`src/rtl/jstk_spi_responder.sv`:
```
// SPI mode-0 slave emulating a Pmod JSTK2 joystick.
// Oversamples SCLK/SS/MOSI in the clk domain; decodes the RGB LED command.
module jstk_spi_responder #(
  parameter int         SYNC_STAGES = 2,
  parameter int         NUM_BYTES   = 5,
  parameter logic [7:0] CMD_LED     = 8'h84
) (
  input  logic       clk,
  input  logic       rst,
  input  logic       SCLK,
  input  logic       SS,
  input  logic       MOSI,
  output logic       MISO,
  input  logic [9:0] x_in,
  input  logic [9:0] y_in,
  input  logic [1:0] btn_in,
  output logic [7:0] rx_byte,
  output logic       rx_valid,
  output logic [2:0] rx_index,
  output logic [7:0] led_r,
  output logic [7:0] led_g,
  output logic [7:0] led_b,
  output logic       frame_done
);

  typedef enum logic [1:0] {IDLE, LOAD, SHIFT, COMMIT} state_t;

  state_t state, state_nx;

  logic [SYNC_STAGES-1:0] sclk_sy, ss_sy, mosi_sy;
  logic sclk_d, ss_d;
  logic sclk_s, ss_s, mosi_s;
  logic sclk_rise, sclk_fall, ss_rise, ss_fall;

  logic [9:0]      x_q, y_q;
  logic [1:0]      btn_q;
  logic [6:0]      tx, rx_sr;
  logic            miso_q;
  logic [2:0]      rx_bits, tx_bits, byte_cnt, tx_idx, tx_nx;
  logic [3:0][7:0] cmd;
  logic [7:0]      resp_nx, rx_full;

  assign sclk_s = sclk_sy[SYNC_STAGES-1];
  assign ss_s   = ss_sy[SYNC_STAGES-1];
  assign mosi_s = mosi_sy[SYNC_STAGES-1];

  assign sclk_rise = sclk_s & ~sclk_d;
  assign sclk_fall = ~sclk_s & sclk_d;
  assign ss_rise   = ss_s & ~ss_d;
  assign ss_fall   = ~ss_s & ss_d;

  assign MISO    = miso_q;
  assign rx_full = {rx_sr, mosi_s};
  assign tx_nx   = (tx_idx == 3'd7) ? 3'd7 : tx_idx + 3'd1;

  function automatic logic [7:0] resp(
    input logic [2:0] i,
    input logic [9:0] x,
    input logic [9:0] y,
    input logic [1:0] b
  );
    logic [7:0] r;
    r = 8'h00;
    case (i)
      3'd0:    r = x[7:0];
      3'd1:    r = {6'b0, x[9:8]};
      3'd2:    r = y[7:0];
      3'd3:    r = {6'b0, y[9:8]};
      3'd4:    r = {6'b0, b};
      default: r = 8'h00;
    endcase
    if (int'(i) >= NUM_BYTES) r = 8'h00;
    return r;
  endfunction

  assign resp_nx = resp(tx_nx, x_q, y_q, btn_q);

  // SS sync resets low so a frame needs a genuine falling edge after reset
  always_ff @(posedge clk or negedge rst) begin
    if (!rst) begin
      sclk_sy <= '0;
      ss_sy   <= '0;
      mosi_sy <= '0;
      sclk_d  <= 1'b0;
      ss_d    <= 1'b0;
    end else begin
      sclk_sy <= {sclk_sy[SYNC_STAGES-2:0], SCLK};
      ss_sy   <= {ss_sy[SYNC_STAGES-2:0], SS};
      mosi_sy <= {mosi_sy[SYNC_STAGES-2:0], MOSI};
      sclk_d  <= sclk_s;
      ss_d    <= ss_s;
    end
  end

  always_ff @(posedge clk or negedge rst) begin
    if (!rst) state <= IDLE;
    else      state <= state_nx;
  end

  always_comb begin
    state_nx   = state;
    frame_done = 1'b0;
    unique case (state)
      IDLE:    if (ss_fall) state_nx = LOAD;
      LOAD:    state_nx = ss_rise ? COMMIT : SHIFT;
      SHIFT:   if (ss_rise) state_nx = COMMIT;
      COMMIT: begin
        frame_done = 1'b1;
        state_nx   = IDLE;
      end
      default: state_nx = IDLE;
    endcase
  end

  always_ff @(posedge clk or negedge rst) begin
    if (!rst) begin
      x_q      <= '0;
      y_q      <= '0;
      btn_q    <= '0;
      tx       <= '0;
      rx_sr    <= '0;
      miso_q   <= 1'b0;
      rx_bits  <= '0;
      tx_bits  <= '0;
      byte_cnt <= '0;
      tx_idx   <= '0;
      cmd      <= '0;
      rx_byte  <= '0;
      rx_valid <= 1'b0;
      rx_index <= '0;
      led_r    <= '0;
      led_g    <= '0;
      led_b    <= '0;
    end else begin
      rx_valid <= 1'b0;
      unique case (state)
        IDLE: miso_q <= 1'b0;
        LOAD: begin
          x_q      <= x_in;
          y_q      <= y_in;
          btn_q    <= btn_in;
          tx       <= x_in[6:0];
          miso_q   <= ss_rise ? 1'b0 : x_in[7];
          rx_bits  <= '0;
          tx_bits  <= '0;
          byte_cnt <= '0;
          tx_idx   <= '0;
        end
        SHIFT: begin
          if (ss_rise) begin
            miso_q <= 1'b0;
          end else if (sclk_rise) begin
            rx_sr   <= rx_full[6:0];
            rx_bits <= rx_bits + 3'd1;
            if (rx_bits == 3'd7) begin
              rx_byte  <= rx_full;
              rx_valid <= 1'b1;
              rx_index <= byte_cnt;
              if (!byte_cnt[2]) cmd[byte_cnt[1:0]] <= rx_full;
              if (byte_cnt != 3'd7) byte_cnt <= byte_cnt + 3'd1;
            end
          end else if (sclk_fall) begin
            tx_bits <= tx_bits + 3'd1;
            if (tx_bits == 3'd7) begin
              tx     <= resp_nx[6:0];
              miso_q <= resp_nx[7];
              tx_idx <= tx_nx;
            end else begin
              tx     <= {tx[5:0], 1'b0};
              miso_q <= tx[6];
            end
          end
        end
        COMMIT: begin
          miso_q <= 1'b0;
          if (byte_cnt >= 3'd4 && cmd[0] == CMD_LED) begin
            led_r <= cmd[1];
            led_g <= cmd[2];
            led_b <= cmd[3];
          end
        end
        default: miso_q <= 1'b0;
      endcase
    end
  end

endmodule

```
`config.mk`:
```
export PLATFORM = sky130hd
export DESIGN_NAME = jstk_spi_responder
export DESIGN_NICKNAME = d
export VERILOG_FILES = /design/src/rtl/jstk_spi_responder.sv
export SDC_FILE = /design/constraint.sdc
export NUM_CORES = 1
export LEC_CHECK = 0
export ABC_CLOCK_PERIOD_IN_PS = 2600
export BUFFER_PORTS_ARGS = -buffer_cell sky130_fd_sc_hd__clkbuf_2
export CORE_MARGIN = 2
export CORE_UTILIZATION = 58
export CTS_CLUSTER_DIAMETER = 200
export DETAILED_ROUTE_END_ITERATION = 6
export PLACE_DENSITY = 0.86
export SLEW_MARGIN = 10
export SYNTH_ARGS = -nofsm -noshare
export SYNTH_HDL_FRONTEND = slang
export SYNTH_SLANG_ARGS = --single-unit
```
`constraint.sdc`:
```
create_clock -name clk -period 2.6 [get_ports clk]
set_input_delay 0 -clock clk [delete_from_list [all_inputs] [get_ports clk]]
set_output_delay 0 -clock clk [all_outputs]
set_load 0.1 [all_outputs]
```
==> summary.txt <==
Status -> finished clean
Number of global-route vias before repair -> 3,704
Synth Flop Type -> dfrtp_1
Seq cells post-synth -> 127
CP required -> 3000 ps
RSZ-0062 raised after global routing -> false
Layout area overhead -> 24.6%
Clk_lat worst skew -> 520 ps
Most frequent cells in the layout -> dfrtp_1, mux2_2, clkbuf_2
Number of synthesis warnings -> 0
Critical setup path kind -> register to register
Power Dens Cells -> 959 nW/um2
Postcts setup bufs -> 0
Cells after Synth -> 374
Area of the mapped netlist -> 5350 um2
Power, Total -> 6.40 mW
Port bufs -> 64
Logic pwr share -> 23.0%
DR vias/cell -> 5.80
Final min period -> 2260 ps
Max_slew headroom -> 44.0%
Max frequency -> 443 MHz
Placed cell area -> 5820 um2
Post-CTS Resized -> 0
Die width -> 100 um
Core area -> 9110 um2
Sink Count -> 127
Die Area -> 10,000 um2
Die Y -> 100 um
CTS Buf Count -> 17
Worst setup margin -> 343 ps
Clk root buf -> clkbuf_8
Ant. Diodes -> 0
Worst-path maximum fanout -> 12
RePlAce Congestion -> 0.774
Flop pwr share -> 40.7%
Clock group share of total power -> 36.3%
Net Switching -> 1.96 mW
Pint -> 4.44 mW
Vias -> 3,484
Total track usage -> 25.5%
Routed wire length per instance -> 19.4 um
Rows -> 35
Async set-reset flop share out of synthesis -> 100%
Initial antenna violation count -> 0
Synth cell types -> 43
Largest net degree at the start of global routing -> 68
EDFF count, synth -> 0
CP endpoint kind -> register
Worst-margin pin slew -> 840 ps
Setup TNS -> 0 ps
Global-route wire length before repair -> 19.3 mm
Crit start category -> register
CTS Buffer Depth -> 2
Final Hold Vio Count -> 0
WP data arrival -> 2650 ps
Place WS -> 421 ps
CTS tree -> built
Syn avg cell area -> 14.3 um2
Hold/Removal Path Class -> input pin to asynchronous set/reset pin
Post-Syn Nets -> 416
Initial DRC Count -> 273
Starting Density -> 58.8%
Clock Skews -> 6.67 ps
Slew Limit Fails -> 0
Peak VDD IR -> 0.000776 V
Drt first pass iters -> 6
H-tree depth -> 4
Hold buffers post-CTS -> 26
Sw Share -> 30.6%
Static Leak -> 3.30 nW
Fin crit share -> 86.8%
Clock transition at the registers of the reported paths -> 60 ps
Commonest non-fill, non-tap cell in the layout -> dfrtp_1
Final #Nets -> 519
Ratio of cells with drive above 1 in the final layout -> 44.7%
Post-route cell area -> 6670 um2
Drt total wl -> 11.6 mm
DRC viols -> 0
Detailed placer's ending HPWL -> 6.97 mm
Antenna-violating nets left -> 0
GRT overflow -> 0
Ports -> 65
Max-cap violation count -> 0
Setup violators final -> 0
Sequential share of the synthesized area -> 59.4%
Yosys cell counts (2+ instances only):
library cell	instances	share of area, %
mux2i_1	6	1.1
nor3b_4	2	0.70
nand2_1	12	0.84
nor2_1	11	0.77
nand3_1	8	0.75
a222oi_1	5	0.94
o41ai_1	2	0.33
buf_2	6	0.56
dfrtp_1	127	59
a31oi_1	2	0.23
o211ai_1	2	0.28
inv_1	13	0.91
ha_1	15	3.5
clkbuf_1	5	0.35
a21oi_1	10	0.94
nor2b_1	2	0.23
buf_1	2	0.14
nor4b_2	2	0.56
buf_4	2	0.28
o21ai_0	12	1.1
nand3b_1	2	0.28
nand2b_1	4	0.47
nor3b_2	2	0.47
mux2_2	101	21
worst max-delay path, stage by stage, from the launching register on:
cell and delay (ps):
dfrtp_1 410, inv_1 180, ha_1 250, nand4_4 250, nor3b_2 640, mux2_2 410
registers in the layout, indices dropped and copies added (netlist names), 2 cells and up:
name / count
rx_index: 3
y_q: 10
rx_byte: 8
tx: 7
rx_sr: 7
led_r: 8
byte_cnt: 3
ss_sy: 2
x_q: 10
sclk_sy: 2
mosi_sy: 2
led_b: 8
tx_idx: 3
state: 2
led_g: 8
tx_bits: 3
cmd: 32
btn_q: 2
rx_bits: 3
power groups by stage:
stage,sequential [mW],clock [mW],combinational [mW]
final,2.60,2.32,1.47
after global routing,2.63,2.45,1.59
after CTS,2.58,2.35,1.45
after detailed placement,2.59,0,1.38
after floorplan,2.52,0,1.05
after global placement,2.57,0,1.30
per-layer routing:
| layer | routed length (um) | global-route usage (%) | part of all wire [%] | vias to the layer above |
|---|---|---|---|---|
| met4 | 261 | 10.5 | 2.2 | 0 |
| met5 | 0 | 0 | 0 | - |
| li1 | - | - | - | 1554 |
| met2 | 6020 | 42.3 | 52 | 121 |
| met3 | 454 | 5.36 | 3.9 | 25 |
| met1 | 4900 | 33.2 | 42 | 1784 |
path summary, 6_finish.rpt:
| path | start | to | slack [ps] | depth (start not counted) |
|---|---|---|---|---|
| max | state[0]$_DFFE_PN0P_ | cmd[16]$_DFFE_PN0P_ | 340 | 5 |
| min | rst | rx_valid$_DFF_PN0_ | 120 | 2 |
| max reg2reg | state[0]$_DFFE_PN0P_ | cmd[16]$_DFFE_PN0P_ | 340 | 5 |
| min reg2reg | sclk_sy[0]$_DFF_PN0_ | sclk_sy[1]$_DFF_PN0_ | 350 | 0 |
| max in group asynchronous | rst | tx[2]$_DFFE_PN0P_ | 1650 | 3 |
| min in group clk | SS | ss_sy[0]$_DFF_PN0_ | 130 | 2 |
kinds of logic after synthesis:
| logic type | share of synthesized area [%] |
|---|---|
| AOI/OAI and AO/OA | 5.21 |
| buffers and inverters | 2.45 |
| DFF | 59.4 |
| muxes | 22.8 |
| and+or+nand+nor | 6.66 |
| adders and majority gates | 3.51 |
layout make-up:
type	count	area [um2]
Inverter	13	48.8
Sequential cell	127	3180
Multi-Input combinational cell	218	2040
Tap cell	111	139
Clock buffer	21	459
Timing Repair Buffer	100	671
Clock inverter	11	129
Fill cell	536	2440
metrics by stage:
step	instances	hold slack, ps	util [%]
2_1_floorplan	374	-296	-
3_3_place_gp	543	110	63.9
3_5_place_dp	543	110	63.9
4_1_cts	601	105	73.2
5_1_grt	601	135	73.2
6_report	601	124	73.2
Power figures use the tool's default switching activity.
